--- src/rtl/axis_pktlimit_pkg.sv ---
`default_nettype none
// ============================================================================
// Module      : axis_pktlimit_pkg
// Description : Register map, state encoding and byte-strobe helper shared by
//               the packet-length limiter.
// Revision    : 1.0 - initial release
// ============================================================================
package axis_pktlimit_pkg;

  localparam logic [1:0] ADDR_MAXLEN   = 2'd0;
  localparam logic [1:0] ADDR_PKTCOUNT = 2'd1;
  localparam logic [1:0] ADDR_LASTLEN  = 2'd2;
  localparam logic [1:0] ADDR_TRUNC    = 2'd3;

  typedef enum logic [0:0] {
    ST_PASS = 1'b0,
    ST_DROP = 1'b1
  } state_t;

  function automatic logic [31:0] apply_wstrb(input logic [31:0] prior,
                                              input logic [31:0] wdata,
                                              input logic [3:0]  wstrb);
    logic [31:0] merged;
    for (int k = 0; k < 4; k++)
      merged[k*8 +: 8] = wstrb[k] ? wdata[k*8 +: 8] : prior[k*8 +: 8];
    return merged;
  endfunction

endpackage
`default_nettype wire

--- src/rtl/axis_pktlimit.sv ---
`default_nettype none
// ============================================================================
// Module      : axis_pktlimit
// Description : AXI-stream packet-length limiter/monitor with an AXI-lite
//               register slave for the limit and packet statistics.
// Revision    : 1.0 - initial release
// ============================================================================
module axis_pktlimit
  import axis_pktlimit_pkg::*;
#(
  parameter int C_AXI_ADDR_WIDTH  = 4,
  parameter int C_AXIS_DATA_WIDTH = 32,
  parameter int LGMAXLEN          = 16,
  parameter bit OPT_LOWPOWER      = 1'b0
) (
  input  logic                         S_AXI_ACLK,
  input  logic                         S_AXI_ARESETN,
  input  logic                         S_AXI_AWVALID,
  output logic                         S_AXI_AWREADY,
  input  logic [C_AXI_ADDR_WIDTH-1:0]  S_AXI_AWADDR,
  input  logic [2:0]                   S_AXI_AWPROT,
  input  logic                         S_AXI_WVALID,
  output logic                         S_AXI_WREADY,
  input  logic [31:0]                  S_AXI_WDATA,
  input  logic [3:0]                   S_AXI_WSTRB,
  output logic                         S_AXI_BVALID,
  input  logic                         S_AXI_BREADY,
  output logic [1:0]                   S_AXI_BRESP,
  input  logic                         S_AXI_ARVALID,
  output logic                         S_AXI_ARREADY,
  input  logic [C_AXI_ADDR_WIDTH-1:0]  S_AXI_ARADDR,
  input  logic [2:0]                   S_AXI_ARPROT,
  output logic                         S_AXI_RVALID,
  input  logic                         S_AXI_RREADY,
  output logic [31:0]                  S_AXI_RDATA,
  output logic [1:0]                   S_AXI_RRESP,
  input  logic                         S_AXIS_TVALID,
  output logic                         S_AXIS_TREADY,
  input  logic [C_AXIS_DATA_WIDTH-1:0] S_AXIS_TDATA,
  input  logic                         S_AXIS_TLAST,
  output logic                         M_AXIS_TVALID,
  input  logic                         M_AXIS_TREADY,
  output logic [C_AXIS_DATA_WIDTH-1:0] M_AXIS_TDATA,
  output logic                         M_AXIS_TLAST
);

  state_t                         r_state, w_state_next;
  logic                           r_m_valid, r_m_last;
  logic [C_AXIS_DATA_WIDTH-1:0]   r_m_data;
  logic [LGMAXLEN-1:0]            r_maxlen, r_cur_max, r_beats, r_lastlen;
  logic [31:0]                    r_pktcount, r_trunccount;
  logic                           r_bvalid, r_rvalid;
  logic [31:0]                    r_rdata;

  logic                           w_s_ready, w_accept, w_load, w_first;
  logic                           w_trunc, w_out_last;
  logic [LGMAXLEN-1:0]            w_limit, w_beats_sat;
  logic [LGMAXLEN:0]              w_beats_inc;
  logic                           w_wr, w_rd, w_awready, w_arready;
  logic [1:0]                     w_waddr, w_raddr;
  logic [31:0]                    w_maxlen32, w_lastlen32, w_maxlen_wr, w_rmux;
  logic                           w_unused;

  // Readies are held low while in reset so every output reads zero.
  assign w_s_ready  = S_AXI_ARESETN && ((r_state == ST_DROP) || !r_m_valid || M_AXIS_TREADY);
  assign w_accept   = S_AXIS_TVALID && w_s_ready;
  assign w_load     = w_accept && (r_state == ST_PASS);
  assign w_first    = (r_beats == '0);
  // The first beat of a packet sees the live MAXLEN, later beats the latched copy.
  assign w_limit    = w_first ? r_maxlen : r_cur_max;
  assign w_beats_inc = {1'b0, r_beats} + {{LGMAXLEN{1'b0}}, 1'b1};
  assign w_beats_sat = (&r_beats) ? r_beats : w_beats_inc[LGMAXLEN-1:0];
  assign w_trunc    = w_load && !S_AXIS_TLAST && (w_limit != '0)
                      && (w_beats_inc == {1'b0, w_limit});
  assign w_out_last = S_AXIS_TLAST || w_trunc;

  always_comb begin
    w_state_next = r_state;
    case (r_state)
      ST_PASS: if (w_trunc) w_state_next = ST_DROP;
      ST_DROP: if (w_accept && S_AXIS_TLAST) w_state_next = ST_PASS;
      default: w_state_next = ST_PASS;
    endcase
  end

  always_ff @(posedge S_AXI_ACLK or negedge S_AXI_ARESETN)
    if (!S_AXI_ARESETN) r_state <= ST_PASS;
    else                r_state <= w_state_next;

  always_ff @(posedge S_AXI_ACLK or negedge S_AXI_ARESETN) begin
    if (!S_AXI_ARESETN) begin
      r_m_valid <= 1'b0;
      r_m_data  <= '0;
      r_m_last  <= 1'b0;
    end else if (w_load) begin
      r_m_valid <= 1'b1;
      r_m_data  <= S_AXIS_TDATA;
      r_m_last  <= w_out_last;
    end else if (M_AXIS_TREADY) begin
      r_m_valid <= 1'b0;
      if (OPT_LOWPOWER) begin
        r_m_data <= '0;
        r_m_last <= 1'b0;
      end
    end
  end

  assign w_awready = S_AXI_ARESETN && S_AXI_AWVALID && S_AXI_WVALID && (!r_bvalid || S_AXI_BREADY);
  assign w_wr      = w_awready;
  assign w_arready = S_AXI_ARESETN && (!r_rvalid || S_AXI_RREADY);
  assign w_rd      = S_AXI_ARVALID && w_arready;
  assign w_waddr   = S_AXI_AWADDR[3:2];
  assign w_raddr   = S_AXI_ARADDR[3:2];

  always_comb begin
    w_maxlen32 = '0;
    w_maxlen32[LGMAXLEN-1:0] = r_maxlen;
    w_lastlen32 = '0;
    w_lastlen32[LGMAXLEN-1:0] = r_lastlen;
  end

  assign w_maxlen_wr = apply_wstrb(w_maxlen32, S_AXI_WDATA, S_AXI_WSTRB);

  always_comb begin
    w_rmux = '0;
    case (w_raddr)
      ADDR_MAXLEN:   w_rmux = w_maxlen32;
      ADDR_PKTCOUNT: w_rmux = r_pktcount;
      ADDR_LASTLEN:  w_rmux = w_lastlen32;
      ADDR_TRUNC:    w_rmux = r_trunccount;
      default:       w_rmux = '0;
    endcase
  end

  always_ff @(posedge S_AXI_ACLK or negedge S_AXI_ARESETN) begin
    if (!S_AXI_ARESETN) begin
      r_maxlen     <= '0;
      r_cur_max    <= '0;
      r_beats      <= '0;
      r_lastlen    <= '0;
      r_pktcount   <= '0;
      r_trunccount <= '0;
    end else begin
      if (w_wr && (w_waddr == ADDR_MAXLEN))
        r_maxlen <= w_maxlen_wr[LGMAXLEN-1:0];
      if (w_load) begin
        if (w_first) r_cur_max <= r_maxlen;
        if (w_out_last) begin
          r_beats    <= '0;
          r_lastlen  <= w_beats_sat;
          r_pktcount <= r_pktcount + 32'd1;
        end else begin
          r_beats    <= w_beats_sat;
        end
      end
      // A clear write takes priority over a same-cycle truncation.
      if (w_wr && (w_waddr == ADDR_TRUNC))
        r_trunccount <= '0;
      else if (w_trunc && !(&r_trunccount))
        r_trunccount <= r_trunccount + 32'd1;
    end
  end

  always_ff @(posedge S_AXI_ACLK or negedge S_AXI_ARESETN) begin
    if (!S_AXI_ARESETN) begin
      r_bvalid <= 1'b0;
      r_rvalid <= 1'b0;
      r_rdata  <= '0;
    end else begin
      if (w_wr)              r_bvalid <= 1'b1;
      else if (S_AXI_BREADY) r_bvalid <= 1'b0;
      if (w_rd) begin
        r_rvalid <= 1'b1;
        r_rdata  <= w_rmux;
      end else if (S_AXI_RREADY) begin
        r_rvalid <= 1'b0;
        if (OPT_LOWPOWER) r_rdata <= '0;
      end
    end
  end

  assign S_AXI_AWREADY = w_awready;
  assign S_AXI_WREADY  = w_awready;
  assign S_AXI_BVALID  = r_bvalid;
  assign S_AXI_BRESP   = 2'b00;
  assign S_AXI_ARREADY = w_arready;
  assign S_AXI_RVALID  = r_rvalid;
  assign S_AXI_RDATA   = r_rdata;
  assign S_AXI_RRESP   = 2'b00;
  assign S_AXIS_TREADY = w_s_ready;
  assign M_AXIS_TVALID = r_m_valid;
  assign M_AXIS_TDATA  = r_m_data;
  assign M_AXIS_TLAST  = r_m_last;

  assign w_unused = &{1'b0, S_AXI_AWPROT, S_AXI_ARPROT, S_AXI_AWADDR, S_AXI_ARADDR, w_maxlen_wr};

endmodule
`default_nettype wire

--- config.mk ---
export PLATFORM = sky130hd
export DESIGN_NAME = axis_pktlimit
export DESIGN_NICKNAME = d
export VERILOG_FILES = /design/src/rtl/axis_pktlimit_pkg.sv /design/src/rtl/axis_pktlimit.sv
export SDC_FILE = /design/constraint.sdc
export NUM_CORES = 1
export LEC_CHECK = 0
export CORE_MARGIN = 5
export CORE_UTILIZATION = 45
export DETAILED_ROUTE_END_ITERATION = 8
export PLACE_DENSITY = 0.73
export SETUP_SLACK_MARGIN = 0.1
export SLEW_MARGIN = 10
export SYNTH_ARGS = -nofsm -noshare
export SYNTH_HDL_FRONTEND = slang
export SYNTH_SLANG_ARGS = --single-unit
--- constraint.sdc ---
create_clock -name S_AXI_ACLK -period 3.6 [get_ports S_AXI_ACLK]
set_input_delay 0.72 -clock S_AXI_ACLK [delete_from_list [all_inputs] [get_ports S_AXI_ACLK]]
set_output_delay 0.72 -clock S_AXI_ACLK [all_outputs]
set_load 0.1 [all_outputs]
==> Word-level counts from Yosys, hierarchy flattened <==
Index checks and enable logic that the tools add are counted.
{ "totals": {"wordCells": 76, "in_bits": 92, "regBits": 197, "out_inout_bits": 76} }
{ "op_classes": {"reduce_logical": 38, "eq_ne": 5, "bitwise_logic": 1, "mux": 15, "n_addsub": 3} }
{ "op_table": {"columns": ["cell", "n"], "rows": [
  ["case mux 32 bit (4 select lines)", 1],
  ["adder 32 x 1 -> 32 bit (second input constant)", 2],
  ["2-to-1 mux 32 bit", 2],
  ["2-to-1 mux 16 bit", 3],
  ["AND reduction 32 bit", 1],
  ["adder 16 x 1 -> 17 bit (second input constant)", 1],
  ["== test 17 x 16 -> 1 bit", 1],
  ["logical NOT 16 bit", 1],
  ["AND reduction 16 bit", 1],
  ["nonzero test 16 bit", 1],
  ["logical AND 1 bit", 15],
  ["2-to-1 mux 1 bit", 8],
  ["nonzero test 2 bit", 4],
  ["== test 2 bit (second input constant)", 3],
  ["AND reduction 2 bit", 3],
  ["logical NOT 1 bit", 5],
  ["logical OR 1 bit", 5],
  ["logical NOT 2 bit", 2],
  ["== test 2 x 1 -> 1 bit (second input constant)", 1],
  ["case mux 1 bit (2 select lines)", 1],
  ["inverter 1 bit", 1]
]} }

==> Depth between registers and ports, before layout <==
{ "depth": {"ltp_word": 12, "ltp_mapped": 15, "ltp_nobuf": 11} }

==> Least setup slack after synthesis <==
OpenSTA, ideal clock, no wires.
{ "synth_timing": {"path_type": "reg-to-reg", "startpoint": "register r_bvalid, in the netlist S_AXI_BVALID", "endpoint": "register r_trunccount[12]", "stages_incl_launch_ff": 7, "t_arrival_ns": 3.682, "setup_ns": 0.132, "required_ns": 3.468, "synth_period_minus_slack_ns": 3.814, "path_buffers": 3, "path_slack_ns": -0.214, "cell_sequence": "dfrtp_1 > a21oi_1 > and3_1 > clkbuf_1 > clkbuf_1 > clkbuf_1 > nor2_1"} }
{ "synth_between": {"elab_chain_cells": 5, "word_cells_on_any_way": 6, "cone_classes": "mux (1); reduce/logical (5)"} }
{ "synth_rtl": {"columns": ["element", "line", "source"], "rows": [
  ["start, declared", "axis_pktlimit.sv:52", "logic r_bvalid, r_rvalid;"],
  ["start signal, assigned", "axis_pktlimit.sv:166", "r_bvalid <= 1'b0;"],
  ["start signal, assigned", "axis_pktlimit.sv:170", "if (w_wr) r_bvalid <= 1'b1;"],
  ["start signal, assigned", "axis_pktlimit.sv:171", "else if (S_AXI_BREADY) r_bvalid <= 1'b0;"],
  ["logical NOT 1 bit (*)", "axis_pktlimit.sv:108", "assign w_awready = S_AXI_ARESETN && S_AXI_AWVALID && S_AXI_WVALID && (!r_bvalid || S_AXI_BREADY);"],
  ["logical OR 1 bit (*)", "axis_pktlimit.sv:108", null],
  ["logical AND 1 bit (*)", "axis_pktlimit.sv:108", null],
  ["via S_AXI_AWREADY", "axis_pktlimit.sv:19", "output logic S_AXI_AWREADY,"],
  ["logical AND 1 bit (*)", "axis_pktlimit.sv:157", "if (w_wr && (w_waddr == ADDR_TRUNC))"],
  ["2-to-1 mux 32 bit / nonzero test 2 bit (equally long branches)", null, null],
  ["end signal, assigned", "axis_pktlimit.sv:160", "r_trunccount <= r_trunccount + 32'd1;"],
  ["end, declared", "axis_pktlimit.sv:51", "logic [31:0] r_pktcount, r_trunccount;"]
]} }
The timed path passes the listed nets; every way through them passes the cells marked *.
A chain may end at the register's enable or synchronous reset.

==> Worst setup path after layout <==
{ "layout_timing": {"startpoint": "input M_AXIS_TREADY", "endpoint": "register r_trunccount[25]"} }
{ "layout_between": {"elab_chain_cells": 9} }
{ "layout_rtl": {"columns": ["element", "line", "source"], "rows": [
  ["start, declared", "axis_pktlimit.sv:42", "input logic M_AXIS_TREADY,"],
  ["logical OR 1 bit", "axis_pktlimit.sv:65", "assign w_s_ready = S_AXI_ARESETN && ((r_state == ST_DROP) || !r_m_valid || M_AXIS_TREADY);"],
  ["logical AND 1 bit", "axis_pktlimit.sv:65", null],
  ["logical AND 1 bit", "axis_pktlimit.sv:66", "assign w_accept = S_AXIS_TVALID && w_s_ready;"],
  ["logical AND 1 bit", "axis_pktlimit.sv:67", "assign w_load = w_accept && (r_state == ST_PASS);"],
  ["logical AND 1 bit (2 in a row)", "axis_pktlimit.sv:73", "assign w_trunc = w_load && !S_AXIS_TLAST && (w_limit != '0)"],
  ["logical AND 1 bit", "axis_pktlimit.sv:74", "&& (w_beats_inc == {1'b0, w_limit});"],
  ["logical AND 1 bit", "axis_pktlimit.sv:159", "else if (w_trunc && !(&r_trunccount))"],
  ["nonzero test 2 bit (no line)", null, null]
]} }
Every way passes these cells.

==> results_dict.tcl <==
set metrics [dict create \
    final_cell_area_mm2 0.0126 \
    pin_count 168 \
    grt_overflow 0 \
    crit_start "M_AXIS_TREADY" \
    io_buffers 135 \
    place_area_mm2 0.0119 \
    swShare_pct 41.2 \
    numCtsBuffers 17 \
    viasPerCell 5.57 \
    grt_max_degree 155 \
    run_status "completed" \
    yosysWarnings 0 \
    grt_usage_pct 20.2 \
    ir_drop_uv 553 \
    die_area_mm2 0.0254 \
    critPathArrivalTime_ns 3.83 \
    start_util_pct 45.9 \
    p_leak_nw 5.62 \
    clock-sinks 197 \
    dpl.hpwl_um 17800 \
    synth_edf_count 0 \
    die_h_um 159 \
    reg2reg_depth 10 \
    synth_cells 986 \
    fin_crit_ns 3.45 \
    finalHoldViolations 0 \
    ant_nets 0 \
    syn_avg_cell_area_um2 10.2 \
    grt_pass1_vias 7903 \
    cp_max_fo 28 \
    hp-class "in -> async" \
    r2r_end "r_trunccount[25]" \
    cts_tree "built" \
    post-route-drc-count 0 \
    drive_gt1_share_pct 17.8 \
    diodes 0 \
    max-slew-margin-rel_pct 32.0 \
    holdWs_ns 0.446 \
    crit_end "r_trunccount[25]" \
    intPower_mw 4.35 \
    clock_latency_ns 0.44 \
    syn_to_final_growth_pct 25.1 \
    critPathSlowestCell "clkdlybuf4s50_1" \
    power.switching_mw 3.05 \
    endpoint_kind "flop" \
    clock_skew_ns 0.0161 \
    rsz0062_at_grt "true" \
    ctsLongestPathBuffers 2 \
    seq_power_share_pct 38.6 \
    fin_nets 1219 \
    cap_violations 0 \
    die-width_um 159 \
    setup_viol 0 \
    syn_area_mm2 0.0100 \
    core_area_mm2 0.0219 \
    tightest_slew_ns 1.02 \
    p_comb_share_pct 35.2 \
    htree_levels 4 \
    startpoint_type "input port" \
    drv_slew 0 \
    wl_per_cell_um 18.2 \
    yosysSeqAreaShare_pct 49.1 \
    core.rowCount 54 \
    fmax_mhz 290 \
    reg2reg_slack_ns 0.25 \
    antenna_found_initial 0 \
    drt_iter0_markers 556 \
    required_ns 3.98 \
    num_vias 7890 \
    critPathMaxStageDelay_ns 0.49 \
    synth_cell_types 55 \
    path_clk_slew_ns 0.09 \
    clock-root-buffer "clkbuf_16" \
    powerDensity_mw_per_mm2 589 \
    wl_um 25800 \
    ys_ff_latch 197 \
    async_flop_share_pct 100 \
    r2r_start "r_beats[1]" \
    clkPwrFrac_pct 26.2 \
    place.gp.congestion 0.883 \
    grt_first_pass_wirelength_um 42100 \
    period_share_pct 95.8 \
    path_class "in -> reg" \
    synth_ff_type "dfrtp_1" \
    crit_chain "clkdlybuf4s50_1 > nor2b_1 > or3_2 > or3_1 > a211oi_1 > nor4b_2 > nand4_4 > a31o_4 > or4_1 > nand2_1" \
    postCtsHoldBufs 0 \
    firstDrtPassIters 7 \
]
[critical path: cells and delay by family]
kind,cells,cell delay [ns]
compound gates,2,0.55
simple gates,7,2.07
buf+inv,1,0.49
[registers in the layout, indices dropped and copies added, names as in the netlist]
| name | cells |
|---|---|
| r_trunccount | 32 |
| S_AXI_BVALID | 1 |
| S_AXI_RVALID | 1 |
| r_maxlen | 16 |
| r_state | 1 |
| M_AXIS_TVALID | 1 |
| r_cur_max | 16 |
| S_AXI_RDATA | 32 |
| r_pktcount | 32 |
| M_AXIS_TLAST | 1 |
| r_lastlen | 16 |
| r_beats | 16 |
| M_AXIS_TDATA | 32 |
[power by group through the flow]
stage	clock network [mW]	logic (mW)	registers (mW)
2_1_floorplan	0	0.909	3.78
3_3_place_gp	0	2.53	2.87
3_5_place_dp	0	2.56	2.89
4_1_cts	1.97	2.58	2.85
5_1_grt	2.07	2.75	2.90
6_report	1.94	2.61	2.86
[routing by layer]
metal	up-vias	routed length (um)	GRT usage (%)	part of all wire (%)
met5	-	0	0	0
met4	0	515	5.58	2.0
met3	32	1890	5.62	7.3
met2	264	11900	30.9	46
met1	3858	11600	28.5	45
li1	3736	-	-	-
[Yosys cell counts, types with 3 or more instances]
master	count	share of area [%]
a21oi_1	25	1.2
a31o_2	3	0.26
a31oi_1	14	0.87
and2_1	6	0.37
and3_1	15	0.93
and4_1	7	0.61
buf_2	15	0.75
buf_4	7	0.52
buf_6	5	0.56
clkbuf_1	39	1.5
dfrtp_1	197	49
ha_1	4	0.50
inv_1	13	0.49
mux2_2	64	7.2
mux2i_1	14	1.4
mux4_2	16	3.6
nand2_1	203	7.6
nand2b_1	4	0.25
nand3_1	34	1.7
nand3b_1	3	0.22
nand4_1	24	1.5
nand4_2	3	0.37
nor2_1	56	2.1
nor2b_1	8	0.50
nor3_1	26	1.3
nor4_1	14	0.87
nor4_2	7	0.87
o211ai_1	13	0.97
o21ai_0	34	1.7
o31ai_1	4	0.30
or3_1	3	0.19
or4_1	12	0.90
xnor2_1	32	2.8
xor2_1	33	2.9
[kinds of logic (layout without fill, tap and decap cells)]
kind of cell | count (synthesis) | count (layout) | synth area share (%)
AND/OR/NAND/NOR | 435 | 435 | 21.5
multiplexers | 94 | 94 | 12.2
AO/OA/AOI/OAI | 108 | 108 | 6.79
adder cells (fa/ha/maj) | 4 | 4 | 0.498
buffers and inverters | 80 | 227 | 3.81
XOR/XNOR | 67 | 67 | 6.12
flip-flops | 197 | 197 | 49.1
other | 1 | 4 | 0.0373
[cell usage in the layout (no fill, tap or decap), types with 3 or more instances in the layout]
master and count:
a21oi_1 24, a31o_2 3, a31oi_1 14, and2_1 5, and3_1 15, and4_1 6, buf_12 9, buf_4 41
clkbuf_16 17, clkdlybuf4s50_1 130, clkinv_8 5, conb_1 4, dfrtp_1 196, ha_1 4, inv_1 13, inv_6 3
inv_8 4, mux2_2 64, mux2i_1 14, mux4_2 16, nand2_1 202, nand2b_1 4, nand3_1 33, nand3b_1 3
nand4_1 24, nor2_1 56, nor2b_1 8, nor3_1 24, nor3_2 4, nor4_1 10, nor4_2 11, o211ai_1 13
o21ai_0 34, o31ai_1 4, or4_1 12, xnor2_1 32, xor2_1 33
[worst min path at each step]
| stage | cells past startpoint | end | slack (ns) | startpoint |
|---|---|---|---|---|
| after floorplan | 0 | M_AXIS_TDATA[0] | 0.42 | S_AXI_ARESETN |
| after global placement | 1 | r_pktcount[31] | 0.45 | r_pktcount[31] |
| after detailed placement | 2 | M_AXIS_TDATA[1] | 0.46 | M_AXIS_TDATA[1] |
| after CTS | 1 | r_pktcount[31] | 0.48 | r_pktcount[31] |
| after global routing | 2 | M_AXIS_TDATA[1] | 0.50 | M_AXIS_TDATA[1] |
| final | 2 | M_AXIS_TDATA[27] | 0.45 | S_AXI_ARESETN |
[cell type report]
| type | instances | area [um^2] |
|---|---|---|
| Multi-Input combinational cell | 712 | 4810 |
| Clock inverter | 15 | 178 |
| Timing Repair Buffer | 182 | 1810 |
| Clock buffer | 17 | 425 |
| Tap cell | 280 | 350 |
| Fill cell | 1834 | 9330 |
| Sequential cell | 197 | 4930 |
| Inverter | 13 | 48.8 |
[timing repair]
item / 4_1_cts / 5_1_grt
pin swaps: 0 / 1
setup endpoints to repair: 3 / 69
cloned: 0 / 0
gates resized for setup: 1 / 12
setup buffers: 0 / 0
[per-stage QoR]
stage	cells	utilization, %	setup slack [ns]	power (mW)	setup TNS [ns]
finish	1416	57.4	0.150	7.40	0
global route	1416	57.4	-0.0128	7.72	-0.0210
CTS	1416	57.1	0.157	7.40	0
detailed placement	1384	54.3	-0.272	5.44	-11.31
global placement	1384	54.3	-0.218	5.41	-9.64
floorplan	989	-	0.184	4.69	0
Power figures use the tool's default switching activity.
